$ cat config.mk
export PLATFORM = sky130hd
export DESIGN_NAME = tif_serial_datapath_flat
export DESIGN_NICKNAME = d
export VERILOG_FILES = /design/src/rtl/tif_serial_datapath_if.sv /design/src/rtl/tif_serial_datapath.sv /design/src/flat_wrapper.sv
export SDC_FILE = /design/constraint.sdc
export NUM_CORES = 1
export LEC_CHECK = 0
export ABC_AREA = 1
export BUFFER_PORTS_ARGS = -buffer_cell sky130_fd_sc_hd__clkbuf_2
export CAP_MARGIN = 20
export CORE_MARGIN = 4
export CORE_UTILIZATION = 38
export CTS_CLUSTER_SIZE = 40
export DETAILED_ROUTE_END_ITERATION = 10
export PLACE_DENSITY_LB_ADDON = 0.15
export REMOVE_ABC_BUFFERS = 1
export SYNTH_ARGS = -nofsm -noshare
export SYNTH_HDL_FRONTEND = slang
export SYNTH_SLANG_ARGS = --single-unit
$ cat constraint.sdc
create_clock -name clk -period 3.7 [get_ports clk]
set_input_delay 0.555 -clock clk [delete_from_list [all_inputs] [get_ports clk]]
set_output_delay 0.555 -clock clk [all_outputs]
set_load 0.05 [all_outputs]
$ cat src/rtl/tif_serial_datapath_if.sv
// Bundles the datapath's host/FSM-facing signals and its debug taps.
// master = FSM/host side driving the datapath, slave = the datapath itself.
interface tif_serial_datapath_if #(
  parameter int CMD_BITS = 8,
  parameter int RD_BITS  = 9
);
  localparam int TXW = $clog2(CMD_BITS + 1);
  localparam int RXW = $clog2(RD_BITS + 1);

  logic                cnt_en;
  logic [CMD_BITS-1:0] cmd_wdata;
  logic                cmd_we;
  logic                trst;
  logic                dq_en;
  logic                sr_en;
  logic                dq_in;
  logic [5:0]          count40;
  logic                dq_out;
  logic                dq_oe;
  // rd_valid qualifies rd_data for exactly one cycle and has no ready:
  // the consumer must take rd_data in the cycle rd_valid is high.
  logic [RD_BITS-1:0]  rd_data;
  logic                rd_valid;
  logic                rd_ovf;

  logic [CMD_BITS-1:0] dbg_cmd_hold;
  logic [CMD_BITS-1:0] dbg_cmd_sr;
  logic [TXW-1:0]      dbg_tx_cnt;
  logic [RXW-1:0]      dbg_rx_cnt;

  modport master (
    output cnt_en, cmd_wdata, cmd_we, trst, dq_en, sr_en, dq_in,
    input  count40, dq_out, dq_oe, rd_data, rd_valid, rd_ovf,
    input  dbg_cmd_hold, dbg_cmd_sr, dbg_tx_cnt, dbg_rx_cnt
  );

  modport slave (
    input  cnt_en, cmd_wdata, cmd_we, trst, dq_en, sr_en, dq_in,
    output count40, dq_out, dq_oe, rd_data, rd_valid, rd_ovf,
    output dbg_cmd_hold, dbg_cmd_sr, dbg_tx_cnt, dbg_rx_cnt
  );
endinterface

$ cat src/rtl/tif_serial_datapath.sv
// Three-wire interface datapath: frame counter, LSB-first command serialiser
// and LSB-first read deserialiser, sequenced by the external control FSM.
module tif_serial_datapath #(
  parameter int                  FRAME_LEN = 40,
  parameter int                  CMD_BITS  = 8,
  parameter int                  RD_BITS   = 9,
  parameter logic [CMD_BITS-1:0] CMD_RESET = 8'hAA
) (
  input  logic                 clk,
  input  logic                 rst_n,
  tif_serial_datapath_if.slave bus
);
  localparam int TXW = $clog2(CMD_BITS + 1);
  localparam int RXW = $clog2(RD_BITS + 1);
  localparam logic [TXW-1:0] TX_FULL = TXW'(CMD_BITS);
  localparam logic [RXW-1:0] RX_FULL = RXW'(RD_BITS);
  localparam logic [RXW-1:0] RX_LAST = RXW'(RD_BITS - 1);
  localparam logic [5:0]     CNT_MAX = 6'(FRAME_LEN - 1);

  logic [5:0]          count40;
  logic [CMD_BITS-1:0] cmd_hold;
  logic [CMD_BITS-1:0] cmd_sr;
  logic [TXW-1:0]      tx_cnt;
  logic [RD_BITS-1:0]  rx_sr;
  logic [RXW-1:0]      rx_cnt;
  logic [RD_BITS-1:0]  rd_data;
  logic                rd_valid;
  logic                rd_ovf;

  logic                load;
  logic                tx_fire;
  logic                rx_strobe;
  logic                rx_fire;
  logic                rx_done;
  logic                rx_extra;
  logic [CMD_BITS-1:0] load_val;
  logic [RD_BITS-1:0]  rx_next;

  // Load (trst low) outranks every shift/capture strobe.
  always_comb begin
    load      = !bus.trst;
    tx_fire   = bus.trst && bus.dq_en && bus.sr_en && (tx_cnt < TX_FULL);
    rx_strobe = bus.trst && !bus.dq_en && bus.sr_en;
    rx_fire   = rx_strobe && (rx_cnt < RX_FULL);
    rx_done   = rx_fire && (rx_cnt == RX_LAST);
    rx_extra  = rx_strobe && (rx_cnt == RX_FULL);
    load_val  = bus.cmd_we ? bus.cmd_wdata : cmd_hold;
    rx_next   = {bus.dq_in, rx_sr[RD_BITS-1:1]};
  end

  always_ff @(posedge clk or negedge rst_n) begin
    if (!rst_n) begin
      count40 <= '0;
    end else if (bus.cnt_en) begin
      count40 <= (count40 == CNT_MAX) ? 6'd0 : count40 + 6'd1;
    end
  end

  always_ff @(posedge clk or negedge rst_n) begin
    if (!rst_n) begin
      cmd_hold <= CMD_RESET;
    end else if (bus.cmd_we) begin
      cmd_hold <= bus.cmd_wdata;
    end
  end

  // Zero-filling shift leaves cmd_sr at 0 once all bits are out, so DQ idles low.
  always_ff @(posedge clk or negedge rst_n) begin
    if (!rst_n) begin
      cmd_sr <= '0;
      tx_cnt <= '0;
    end else if (load) begin
      cmd_sr <= load_val;
      tx_cnt <= '0;
    end else if (tx_fire) begin
      cmd_sr <= {1'b0, cmd_sr[CMD_BITS-1:1]};
      tx_cnt <= tx_cnt + TXW'(1);
    end
  end

  always_ff @(posedge clk or negedge rst_n) begin
    if (!rst_n) begin
      rx_sr  <= '0;
      rx_cnt <= '0;
    end else if (load) begin
      rx_sr  <= '0;
      rx_cnt <= '0;
    end else if (rx_fire) begin
      rx_sr  <= rx_next;
      rx_cnt <= rx_cnt + RXW'(1);
    end
  end

  // The word is published on the same edge that captures its last bit.
  always_ff @(posedge clk or negedge rst_n) begin
    if (!rst_n) begin
      rd_data  <= '0;
      rd_valid <= 1'b0;
      rd_ovf   <= 1'b0;
    end else begin
      rd_valid <= rx_done;
      if (rx_done) begin
        rd_data <= rx_next;
      end
      if (rx_extra) begin
        rd_ovf <= 1'b1;
      end
    end
  end

  assign bus.count40      = count40;
  assign bus.dq_out       = cmd_sr[0];
  assign bus.dq_oe        = bus.dq_en;
  assign bus.rd_data      = rd_data;
  assign bus.rd_valid     = rd_valid;
  assign bus.rd_ovf       = rd_ovf;
  assign bus.dbg_cmd_hold = cmd_hold;
  assign bus.dbg_cmd_sr   = cmd_sr;
  assign bus.dbg_tx_cnt   = tx_cnt;
  assign bus.dbg_rx_cnt   = rx_cnt;
endmodule
$ cat src/flat_wrapper.sv
// flat-port wrapper written by rule: the top's interface ports become plain ports
module tif_serial_datapath_flat 
#(
  parameter int                  FRAME_LEN = 40,
  parameter int                  CMD_BITS  = 8,
  parameter int                  RD_BITS   = 9,
  parameter logic [CMD_BITS-1:0] CMD_RESET = 8'hAA
)
  (clk, rst_n, bus_cnt_en, bus_cmd_wdata, bus_cmd_we, bus_trst, bus_dq_en, bus_sr_en, bus_dq_in, bus_count40, bus_dq_out, bus_dq_oe, bus_rd_data, bus_rd_valid, bus_rd_ovf, bus_dbg_cmd_hold, bus_dbg_cmd_sr, bus_dbg_tx_cnt, bus_dbg_rx_cnt);
  tif_serial_datapath_if #(.CMD_BITS(CMD_BITS), .RD_BITS(RD_BITS)) bus_i ();
  input  logic clk;
  input  logic rst_n;
  input wire logic [$bits(bus_i.cnt_en)-1:0] bus_cnt_en;
  input wire logic [$bits(bus_i.cmd_wdata)-1:0] bus_cmd_wdata;
  input wire logic [$bits(bus_i.cmd_we)-1:0] bus_cmd_we;
  input wire logic [$bits(bus_i.trst)-1:0] bus_trst;
  input wire logic [$bits(bus_i.dq_en)-1:0] bus_dq_en;
  input wire logic [$bits(bus_i.sr_en)-1:0] bus_sr_en;
  input wire logic [$bits(bus_i.dq_in)-1:0] bus_dq_in;
  output wire logic [$bits(bus_i.count40)-1:0] bus_count40;
  output wire logic [$bits(bus_i.dq_out)-1:0] bus_dq_out;
  output wire logic [$bits(bus_i.dq_oe)-1:0] bus_dq_oe;
  output wire logic [$bits(bus_i.rd_data)-1:0] bus_rd_data;
  output wire logic [$bits(bus_i.rd_valid)-1:0] bus_rd_valid;
  output wire logic [$bits(bus_i.rd_ovf)-1:0] bus_rd_ovf;
  output wire logic [$bits(bus_i.dbg_cmd_hold)-1:0] bus_dbg_cmd_hold;
  output wire logic [$bits(bus_i.dbg_cmd_sr)-1:0] bus_dbg_cmd_sr;
  output wire logic [$bits(bus_i.dbg_tx_cnt)-1:0] bus_dbg_tx_cnt;
  output wire logic [$bits(bus_i.dbg_rx_cnt)-1:0] bus_dbg_rx_cnt;
  assign bus_i.cnt_en = bus_cnt_en;
  assign bus_i.cmd_wdata = bus_cmd_wdata;
  assign bus_i.cmd_we = bus_cmd_we;
  assign bus_i.trst = bus_trst;
  assign bus_i.dq_en = bus_dq_en;
  assign bus_i.sr_en = bus_sr_en;
  assign bus_i.dq_in = bus_dq_in;
  assign bus_count40 = bus_i.count40;
  assign bus_dq_out = bus_i.dq_out;
  assign bus_dq_oe = bus_i.dq_oe;
  assign bus_rd_data = bus_i.rd_data;
  assign bus_rd_valid = bus_i.rd_valid;
  assign bus_rd_ovf = bus_i.rd_ovf;
  assign bus_dbg_cmd_hold = bus_i.dbg_cmd_hold;
  assign bus_dbg_cmd_sr = bus_i.dbg_cmd_sr;
  assign bus_dbg_tx_cnt = bus_i.dbg_tx_cnt;
  assign bus_dbg_rx_cnt = bus_i.dbg_rx_cnt;
  tif_serial_datapath #(.FRAME_LEN(FRAME_LEN), .CMD_BITS(CMD_BITS), .RD_BITS(RD_BITS), .CMD_RESET(CMD_RESET)) u_core (.clk(clk), .rst_n(rst_n), .bus(bus_i));
endmodule
# After elaboration in Yosys (flattened, before gate mapping)
# Cells that the tools add are included.
# word_totals
output_inout_bits	43
register_bits	50
elab_cells	38
# op_classes
n_lt_le_gt_ge	2
mux	10
n_eq_ne	5
n_addsub	3
n_reduce_logical	9
# ops
operator	n
$mux 8	3
$mux 9	2
$mux 4	4
$add 4x1->4 const B	2
$eq 4x4->1 const B	2
$logic_and 1x1->1	8
$lt 4x4->1 const B	2
$add 6x1->6 const B	1
$eq 6x6->1 const B	1
$mux 6	1
$ne 2x1->1 const B	2
$logic_not 1->1	1

# Longest topological paths before layout
# depth
ltp_word	6
mapped_depth	8
ltp_nobuf	8

# Worst setup path after synthesis
# No wires, ideal clock.
# synth_path
path_kind	register to register
from	register u_core.rx_cnt[0] (netlist: u_core.bus.dbg_rx_cnt[0])
to	register u_core.rx_cnt[0] (netlist: u_core.bus.dbg_rx_cnt[0])
period_less_slack_ns	1.651
setup_slack_ns	2.049
stages_incl_launch_ff	9
t_arrival_ns	1.584
setup_ns	0.067
cell_sequence	dfrtp_1 -> inv_1 -> ha_1 -> nand2_1 -> nand2_2 -> nand2_4 -> buf_8 -> nand3_2 -> nand2_1
# synth_via
elab_chain_cells	3
word_cells_on_any_way	6
cone_classes	add/sub: 1; order compare: 1; eq/ne: 1; mux: 2; reduce/logical: 1
# synth_rtl
item	line	rtl
from (decl)	tif_serial_datapath.sv:25	logic [RXW-1:0] rx_cnt;
from (signal assigned)	tif_serial_datapath.sv:90	rx_cnt <= rx_cnt + RXW'(1);
$add 4x1->4 / $lt 4x4->1 (equally long branches)	tif_serial_datapath.sv:90, tif_serial_datapath.sv:44	
$mux 4 / $logic_and 1x1->1 (equally long branches)	tif_serial_datapath.sv:88, tif_serial_datapath.sv:44	
$mux 4 / $ne 2x1->1 (equally long branches)	-	
# Several ways; a longest one is shown, not always the timed one. The select of a mux whose other input is x is not followed.
# A chain may end at the register's enable or synchronous reset.

# Worst setup path after layout
# layout_path
from	register u_core.cmd_hold[1] (netlist: u_core.bus.dbg_cmd_hold[1])
to	output bus_dbg_cmd_hold[1]
# layout_lines
item	line	rtl
from (decl)	tif_serial_datapath.sv:21	logic [CMD_BITS-1:0] cmd_hold;
from (signal assigned)	tif_serial_datapath.sv:63	cmd_hold <= bus.cmd_wdata;
to (decl)	flat_wrapper.sv:26	output wire logic [$bits(bus_i.dbg_cmd_hold)-1:0] bus_dbg_cmd_hold;
# No word-level cell between the ends.

==> run summary <==
The flow ran to the end, and the final reports show no timing, DRC or antenna violations. The average footprint of a synthesized cell is 8.90 µm². In this run the remaining antenna-violating nets after routing total 0. Among all flip-flop cells after synthesis, the most frequent one is sky130_fd_sc_hd__dfrtp_1. The final number of max-transition violations came out at 0. The number of antenna violations at the first check in global routing came out at 0. The number of global-route vias before repair is 1786. The leakage power is 1.55 nW. The critical path arrival came out at 1130 ps. 0 antenna diodes ended up in the layout. The part of the Yosys area used for sequential elements is 0.532. The initial cell density of the core is 0.391. The floorplan step set the die width to 86.0 µm. Counting every sink on the clock net gives 49. The first-pass GRT wire length came out at 8.38 mm.

The maximum operating frequency is 0.595 GHz. The routed length per instance came out at 11.8 µm. The commonest cells after synthesis are 93 x sky130_fd_sc_hd__nand2_1, 45 x sky130_fd_sc_hd__dfrtp_1, 30 x sky130_fd_sc_hd__inv_1. In this run the clock root is driven by a sky130_fd_sc_hd__clkbuf_8.

The most repeated cell in the gate-level netlist after synthesis is sky130_fd_sc_hd__nand2_1. The cell family with the largest share of critical-path delay is flip-flops. The required arrival time at the worst endpoint is 3140 ps.

The post-CTS setup buffer count is 0. The floorplan die height is 86.0 µm. Setup violations remaining at the end of the flow were counted as 0. The first routing iteration left 61 violations. The number of levels the H-tree was split into came out at 2.

The slew of the pin with the lowest slew margin came out at 672 ps. The largest net degree at the start of global routing is 27. The clock network latency to the later pin of the worst-skew pair is 300 ps. The total overflow left after global routing is 0.

After detailed routing, the number of vias per cell comes to 4.51. The flop-to-flop setup slack came out at 2250 ps. The power consumption came out at 1.34 mW. The vias after detailed routing came out at 1778. The signed area change from the synthesized netlist to the final layout came out at 18.4%. The summed negative setup slack over all endpoints is 0 ps. The global-route total usage across every layer came out at 0.141. The fraction of synthesized cell area taken by the top area cell type is 0.486. Ranked by total cell area, the synthesized netlist is headed by sky130_fd_sc_hd__dfrtp_1 49%, sky130_fd_sc_hd__nand2_1 15%, sky130_fd_sc_hd__inv_1 4.9%. Counting cells, the worst reg-to-reg path comes to 8.

The count of pins on the block boundary came out at 59. The count of synthesis-stage warnings from yosys is 0. For this run, the slowest stage of the critical path takes 550 ps. Along the worst path, the maximum fanout reaches 3. The number of flip-flops and latches in the synthesized netlist came out at 49. The final instance area is 2740 µm². The total area inside the core boundary comes to 5920 µm². The worst setup path is launched from a flop. The final critical-path share of the clock period is 0.454. The largest individual stage delay along the critical path comes from the cell sky130_fd_sc_hd__dfstp_2. In this run the critical register-to-register path is launched from u_core.bus.dbg_rx_cnt[0]. The number of remaining DRC errors is 0. The final standard cell count with taps included and fillers excluded is 394. The final critical delay including setup and external delays came out at 1680 ps. The kind of critical path is flop to output pin. STA classifies the critical path endpoint as an output pin. The endpoint identified for the worst register-to-register timing path is u_core.rx_sr[1]. The number of instances in the placed design came out at 386.

For this block, the routed nets add up to 4.67 mm of wire. The async set or reset register ratio after synthesis is 1.00. The fill cell total of the finished layout came out at 620. The power per standard cell area is 490 nW/µm². Counting flops with a built-in enable in the synthesized netlist gives 0. The final hold violation count came out at 0. At the end of routability-driven placement, the weighted congestion stood at 0.740.

The maximum resistive drop on vdd is 0.262 mV. In this run the worst setup path terminates at bus_dbg_cmd_hold[1]. The TritonCTS buffer count came out at 5. The HPWL after detailed placement is 3.41 mm. The final worst clock skew came out at 5.41 ps.

The total of max-cap violations came out at 0. The post-cts hold buffer count came out at 0. The worst relative slew slack is 0.552. The longest clock path from root to sink contains 2 buffers.

Setup repair after global routing left no endpoint under its margin. The first detailed-routing pass took 4 iterations. The CTS tree is yes.

Counting every instance in the synthesized netlist gives 260. The post-synthesis cell area came out at 2310 µm². In this run the number of cells on the critical path is 1.

The netlist uses 26 different library cells. After clock tree synthesis, the clock-pin slew on the worst setup and hold paths is 90 ps. Walking the worst path, the cells encountered are clkbuf_2. The floorplan row count is 28. In this run the worst setup path begins at u_core.bus.dbg_cmd_hold[1]. The count of buffering cells on the critical path with inverters included came out at 1.

The share of cells above drive strength 1 came out at 0.276. The cell area after placement is 2650 µm². The biggest area consumer among synthesized cells is sky130_fd_sc_hd__dfrtp_1.

In this run the worst hold path is classified as primary input to async pin. The final core utilization is 0.463. Port buffering added 58 buffers. The die covers 7400 µm². Once the clock tree was built, the resizer swapped 0 gates to a different size. At the end of the flow, the number of nets in the layout was 339.
==> flip-flops by register name, indices dropped and copies added (netlist names) <==
signal	flops
u_core.rx_sr	8
u_core.bus.dbg_cmd_hold	8
u_core.bus.dbg_rx_cnt	4
u_core.bus.dbg_cmd_sr	8
u_core.bus.rd_valid	1
u_core.bus.rd_ovf	1
u_core.bus.rd_data	9
u_core.bus.dbg_tx_cnt	4
u_core.bus.count40	6
==> cells in the final DEF, fill, tap and decap left out <==
cell and n:
sky130_fd_sc_hd__nand2_1 93, sky130_fd_sc_hd__o21a_1 7, sky130_fd_sc_hd__ha_1 5, sky130_fd_sc_hd__o21ai_2 6, sky130_fd_sc_hd__nand4_1 3, sky130_fd_sc_hd__inv_4 1
sky130_fd_sc_hd__inv_1 30, sky130_fd_sc_hd__clkbuf_2 58, sky130_fd_sc_hd__nor2_8 1, sky130_fd_sc_hd__nand3b_1 1, sky130_fd_sc_hd__o211ai_1 7, sky130_fd_sc_hd__xor2_1 4
sky130_fd_sc_hd__dfstp_2 4, sky130_fd_sc_hd__nor2_2 2, sky130_fd_sc_hd__clkbuf_1 2, sky130_fd_sc_hd__nand3_4 1, sky130_fd_sc_hd__nand3_1 15, sky130_fd_sc_hd__clkbuf_8 6
sky130_fd_sc_hd__nor2_1 14, sky130_fd_sc_hd__nand2_2 2, sky130_fd_sc_hd__nand3_2 4, sky130_fd_sc_hd__nand2_4 2, sky130_fd_sc_hd__buf_4 1, sky130_fd_sc_hd__a21oi_1 3
sky130_fd_sc_hd__o21ai_0 2, sky130_fd_sc_hd__dfrtp_1 45
==> power by group <==
| group | internal [mW] | switching [mW] | leakage (nW) |
|---|---|---|---|
| Combinational | 0.0854 | 0.285 | 0.880 |
| Clock | 0.153 | 0.177 | 0.0455 |
| Sequential | 0.588 | 0.0540 | 0.623 |
| Total | 0.827 | 0.516 | 1.55 |
==> area by class of cell <==
cell class / count / area [µm²] / share of cell area
clock buffers: 8 / 90.1 / 0.0329
well taps: 75 / 93.8 / 0.0342
flip-flops and latches: 49 / 1230 / 0.449
inverters: 31 / 119 / 0.0434
repair buffers: 59 / 298 / 0.109
multi-input cells: 172 / 908 / 0.332
==> cells by family (layout without fill, tap and decap cells) <==
logic type,Yosys count,after routing,synth area share
AND/OR/NAND/NOR,138,138,0.271
buffers and inverters,39,98,0.0757
adder cells (fa/ha/maj),5,5,0.0270
XOR/XNOR,4,4,0.0151
AO/OA/AOI/OAI,25,25,0.0789
flip-flops,49,49,0.532
==> worst reg2reg max path, delay by kind of cell, from the launching register on <==
| kind | cells | cell delay, ps |
|---|---|---|
| fa+ha+maj | 1 | 200 |
| buf+inv | 2 | 190 |
| flops | 1 | 460 |
| simple gates | 5 | 520 |
==> layer usage <==
| layer | vias up | global-route usage | share of wire |
|---|---|---|---|
| li1 | 930 | - | - |
| met1 | 805 | 0.188 | 0.47 |
| met2 | 38 | 0.224 | 0.46 |
| met3 | 5 | 0.0413 | 0.056 |
| met4 | 0 | 0.0388 | 0.011 |
| met5 | - | 0 | 0 |
==> worst min-delay path by stage <==
stage / endpoint / depth (start not counted) / slack (ps) / from
after global placement: u_core.bus.rd_ovf / 2 / 450 / u_core.bus.rd_ovf
final: u_core.bus.rd_ovf / 1 / 270 / rst_n
after detailed placement: u_core.bus.rd_ovf / 2 / 450 / u_core.bus.rd_ovf
after CTS: u_core.bus.rd_ovf / 1 / 300 / rst_n
after global routing: u_core.bus.rd_ovf / 1 / 320 / rst_n
after floorplan: u_core.bus.count40[0] / 0 / 260 / rst_n
==> stage by stage <==
step	worst slack [ps]	hold slack [ps]
finish	2020	273
floorplan	2030	259
CTS	2000	304
global route	1970	317
global placement	1820	448
detailed placement	1800	453
Power figures use the tool's default switching activity.
